`src/rtl/inertial_delay_filter.sv`:
```
// Clocked inertial-delay filter: data_out follows data_in only after DELAY stable samples.
// Optional `REJECT_COUNT_EN adds a saturating reject_count output.
module inertial_delay_filter #(
  parameter int              WIDTH     = 2,
  parameter int              DELAY     = 10,
  parameter int              CNT_W     = 16,
  parameter logic [WIDTH-1:0] RESET_VAL = '0
) (
  input  logic             clock,
  input  logic             reset,
  input  logic [WIDTH-1:0] data_in,
  output logic [WIDTH-1:0] data_out,
  output logic             pending,
  output logic             update_pulse
`ifdef REJECT_COUNT_EN
  ,
  output logic [CNT_W-1:0] reject_count
`endif
);

  typedef enum logic {
    IDLE,
    PENDING
  } state_t;

  localparam logic [CNT_W-1:0] LAST = CNT_W'(DELAY - 1);
  localparam logic [CNT_W-1:0] ONE  = CNT_W'(1);

  state_t           state, next_state;
  logic [WIDTH-1:0] cand, next_cand;
  logic [CNT_W-1:0] count, next_count;
  logic [WIDTH-1:0] next_out;
  logic             next_upd;

  // state and datapath registers, reset has priority
  always_ff @(posedge clock) begin
    if (reset) begin
      state        <= IDLE;
      cand         <= RESET_VAL;
      count        <= '0;
      data_out     <= RESET_VAL;
      update_pulse <= 1'b0;
    end else begin
      state        <= next_state;
      cand         <= next_cand;
      count        <= next_count;
      data_out     <= next_out;
      update_pulse <= next_upd;
    end
  end

  // next-state: time a candidate, commit it or drop it on deviation
  always_comb begin
    next_state = state;
    next_cand  = cand;
    next_count = count;
    next_out   = data_out;
    next_upd   = 1'b0;
    unique case (state)
      IDLE: begin
        if (data_in != data_out) begin
          if (DELAY == 1) begin
            next_out = data_in;
            next_upd = 1'b1;
          end else begin
            next_cand  = data_in;
            next_count = ONE;
            next_state = PENDING;
          end
        end
      end
      PENDING: begin
        if (data_in == cand) begin
          if (count == LAST) begin
            next_out   = cand;
            next_upd   = 1'b1;
            next_count = '0;
            next_state = IDLE;
          end else begin
            next_count = count + ONE;
          end
        end else if (data_in == data_out) begin
          next_count = '0;
          next_state = IDLE;
        end else begin
          next_cand  = data_in;
          next_count = ONE;
        end
      end
      default: next_state = IDLE;
    endcase
  end

  assign pending = (state == PENDING);

`ifdef REJECT_COUNT_EN
  logic reject;
  assign reject = (state == PENDING) && (data_in != cand);

  // count abandoned candidates, sticking at all-ones
  always_ff @(posedge clock) begin
    if (reset)
      reject_count <= '0;
    else if (reject && (reject_count != '1))
      reject_count <= reject_count + ONE;
  end
`endif

endmodule

```
`config.mk`:
```
export PLATFORM = sky130hd
export DESIGN_NAME = inertial_delay_filter
export DESIGN_NICKNAME = d
export VERILOG_FILES = /design/src/rtl/inertial_delay_filter.sv
export SDC_FILE = /design/constraint.sdc
export NUM_CORES = 1
export LEC_CHECK = 0
export CAP_MARGIN = 15
export CORE_UTILIZATION = 40
export CTS_BUF_LIST = sky130_fd_sc_hd__clkbuf_16
export DETAILED_ROUTE_END_ITERATION = 6
export HOLD_SLACK_MARGIN = 0.05
export PLACE_DENSITY = 0.7
export SYNTH_ARGS = -nofsm -noshare
export SYNTH_HDL_FRONTEND = slang
export SYNTH_SLANG_ARGS = --single-unit
```
`constraint.sdc`:
```
create_clock -name clock -period 2.3 [get_ports clock]
set_input_delay 0.23 -clock clock [delete_from_list [all_inputs] [get_ports clock]]
set_output_delay 0.23 -clock clock [all_outputs]
set_load 0.03 [all_outputs]
```
Word-level counts from Yosys, hierarchy flattened --
Index checks and enable logic that the tools add are counted. Widths: inputs -> output; s select.
Operators by class: $add $sub $neg 1, $mul 0, divide/modulo/power cells 0, order comparisons 0, equality and inequality tests 7, shift-type cells 0, muxes and demuxes 15, bitwise operators 2, reductions and logical operators 3
Operators by type and width (count):
- $mux 16 | 3
- $pmux 16 s2 | 1
- $add 16x1->16 const B | 1
- $eq 16x4->1 const B | 1
- $mux 1 | 6
- $mux 2 | 3
- $ne 2x2->1 const B | 3
- $reduce_and 3->1 | 2
- $eq 2x2->1 | 2
- $pmux 2 s2 | 1
- $reduce_or 3->1 | 1
- $ne 2x2->1 | 1
- $not 1->1 | 2
- $pmux 1 s2 | 1
Storage, ports and cells: bits in registers 22, bits in latches 0, memory bits (writable) 0, bits in read-only memories 0, output and inout bits 4, logic and storage cells 33, memories kept 0

Logic depth before layout (Yosys ltp) --
word-level depth 4, gate-level depth with buffers 7, mapped depth without buffers 6

Worst setup path before layout --
No wires, ideal clock.
path type register -> register, start point reg count[1], end point reg count[12], setup time 0.074 ns, data arrival time 1.633 ns, data required time 2.226 ns, path slack 0.592 ns, stages on the path, launching flop included 8, cell sequence dfxtp_1 -> inv_1 -> ha_1 -> nor4b_2 -> and4_1 -> clkbuf_1 -> or4_1 -> a31oi_1
Between the ends: cells in the longest elaborated chain, start to end 4
RTL lines:
- start: declaration | RTL line 31 | logic [CNT_W-1:0] count, next_count;
- start signal: assignment | RTL line 46 | count <= next_count;
- $add 16x1->16 / $eq 16x4->1 (equally long branches) | RTL line 80, 74
- $mux 16 (*) | RTL line 74 | if (count == LAST) begin
- $mux 16 (*) | RTL line 73 | if (data_in == cand) begin
- $pmux 16 s2 (*) | RTL line 59 | unique case (state)
Every way passes the cells marked *; elsewhere a longest branch is shown, timed or not. A chain may end at the register's enable or synchronous reset.

Worst setup path after layout --
start point in data_in[1], end point reg count[15]
Between the ends: cells in the longest elaborated chain, start to end 3
RTL lines:
- start: declaration | RTL line 11 | input logic [WIDTH-1:0] data_in,
- $eq 2x2->1 | RTL line 73
- $mux 16 | RTL line 73
- $pmux 16 s2 | RTL line 59
Parallel ways exist; a longest one is shown, timed or not.

==> results.cfg <==
[status]
outcome = finished, final reports clean

[cts]
cts_tree = yes
clock_latency_ns = 0.26
clock_sinks = 22
cts_resized = 0
clockBufferDepth = 2
h-tree-depth = 1
cts_hold_buf = 0
clk_pin_slew_ns = 0.06
postCtsSetupBuffers = 0
numCtsBuffers = 3
root_buffer = clkbuf_16

[route]
drt_iter0_markers = 42
drc = 0
viasPerCell = 5.935
routed_wl_um = 2894
drt_pass1_iterations = 4
final_antenna_net_count = 0
wl_per_cell_um = 14.54
dr_total_vias = 1181

[cells_and_area]
multi_input_area_um2 = 765.7
drive_gt1_share_pct = 9.677
regArea_um2 = 440.4
final_net_count = 162
nFillCells = 294
area_delta_synth_final_pct = 16.47
diodes = 0

[synthesis]
yosysWarnings = 0
synthesis.area_um2 = 1269
yosysUniqueCellTypes = 37
async_reset_ff_share_pct = 0
synth.area.top_cells = dfxtp_1, a31oi_1, nand3_1
synth-main-ff-cell = dfxtp_1
postSynthAreaPerCell_um2 = 8.631
synth.top_cell.area_share_pct = 34.71
synth-seq-cells = 22
synth_top_area_cell = dfxtp_1
synth_most_common_cell = dfxtp_1
ys_seq_area_share_pct = 34.71
synth_fp_nets = 153
synth_edf_count = 0
postSynthCellCount = 147
synth_common_cells = dfxtp_1, nand3_1, a31oi_1, nand2_1

[die]
die_w_um = 58.32
row_count = 20
die-area_um2 = 3401
die_y_um = 58.32
start_util_pct = 41.90
core_um2 = 3028
pin_count = 8

[setup_path]
cp_max_fo = 6
critPathMaxStageDelay_ns = 0.57
crit_chain = clkdlybuf4s50_1 > xor2_1 > nor3_1 > or4b_1 > a211oi_1
crit_path_start_kind = input port
cp_slowest_cell = clkdlybuf4s50_1
critPathRequiredTime_ns = 2.47
worst-endpoint-arrival_ns = 2.02
cp-end-kind = register
criticalPathCategory = input port to register

[power_and_ir_drop]
leakage_nw = 0.4756
fin_total_pwr_mw = 0.8505
powerDensity_nw_per_um2 = 575.5
ir_drop_mv = 0.3021

[sta]
rsz0062_at_grt = no
slew_headroom_pct = 63.37
setup_violations = 0
post-route-min-period_ns = 1.849
worst_pin_slew_ns = 0.5452
fin_skew_ns = 0.001630
setup_tns_ns = 0
setup_ws_ns = 0.4513
fin_crit_sh_pct = 80.38
slew_violations = 0
hold_violations = 0
max_freq_mhz = 540.9

[grt]
grt_pass1_wl_um = 4899
grt_max_degree = 13
gr-usage-all-layers_pct = 19.59
grt-ovfl-total = 0
antenna_found_initial = 0
grt_pass1_vias = 1098

[placement]
place_congestion = 0.8808
port_buffers = 7
dpl_worst_slack_ns = 0.1902
dp_hpwl_um = 2082

[hold_path]
hold_class = register to register

[job]
cap_violations = 0
## report_power, final
part,internal (mW),switching (mW)
Sequential,0.387,0.00890
Clock,0.232,0.141
Combinational,0.0353,0.0458
## through the flow
step | instance area [µm²] | hold WS, ns | cells | utilization (%)
3_5_place_dp | 1399 | 0.4977 | 195 | 46.20
4_1_cts | 1478 | 0.5058 | 199 | 48.80
3_3_place_gp | 1399 | 0.4962 | 195 | 46.20
5_1_grt | 1478 | 0.5289 | 199 | 48.80
6_report | 1478 | 0.5056 | 199 | 48.80
2_1_floorplan | 1269 | 0.3772 | 147 | -
## routing by layer
layer | up-vias | part of all wire (%) | global-route usage (%)
met4 | 0 | 2.7 | 13.27
li1 | 584 | - | -
met1 | 567 | 48 | 24.34
met5 | - | 0 | 0
met2 | 25 | 46 | 30.54
met3 | 5 | 3.4 | 4.176
## worst max-delay path, delay by kind of cell
kind | cells | cell delay (ns)
and+or+nand+nor | 2 | 0.69
AOI/OAI and AO/OA | 1 | 0.24
xor gates and xnor gates | 1 | 0.29
buffers and inverters | 1 | 0.57
## cell type report
type,instances,share of cell area (%)
Clock buffer,3,5.080
Tap cell,44,3.726
Sequential cell,22,29.81
Clock inverter,1,0.2540
Multi-Input combinational cell,111,51.82
Inverter,4,1.016
Timing Repair Buffer,14,8.298
## layout by cell type, fill, tap and decap left out, types with 5 or more instances in the layout
cell and n:
dfxtp_1 22, nand3_1 10, a31oi_1 9, nand2_1 9, nand4_1 7, o21ai_0 7, clkdlybuf4s50_1 7, buf_4 7
and4_1 5, or4_1 5, a21oi_1 5
## path summary, 6_finish.rpt
kind,cells after the start,from,endpoint,slack (ns)
hold / removal,1,count[10],count[10],0.51
hold reg to reg,1,count[10],count[10],0.51
setup / recovery,5,data_in[1],count[15],0.45
setup reg to reg,6,count[1],count[12],0.50
## sequential cells by signal (all words and copies together) (netlist names)
| register | cells |
|---|---|
| update_pulse | 1 |
| pending | 1 |
| data_out | 2 |
| count | 16 |
| cand | 2 |
## cell families after synthesis
family          Yosys count  share of synthesized area, %
xor+xnor                  7                         4.832
simple gates             65                         33.53
fa+ha+maj                 2                         1.972
flops                    22                         34.71
buf+inv                  14                         4.930
compound gates           33                         16.86
mux                       4                         3.156
Power figures use the tool's default switching activity.
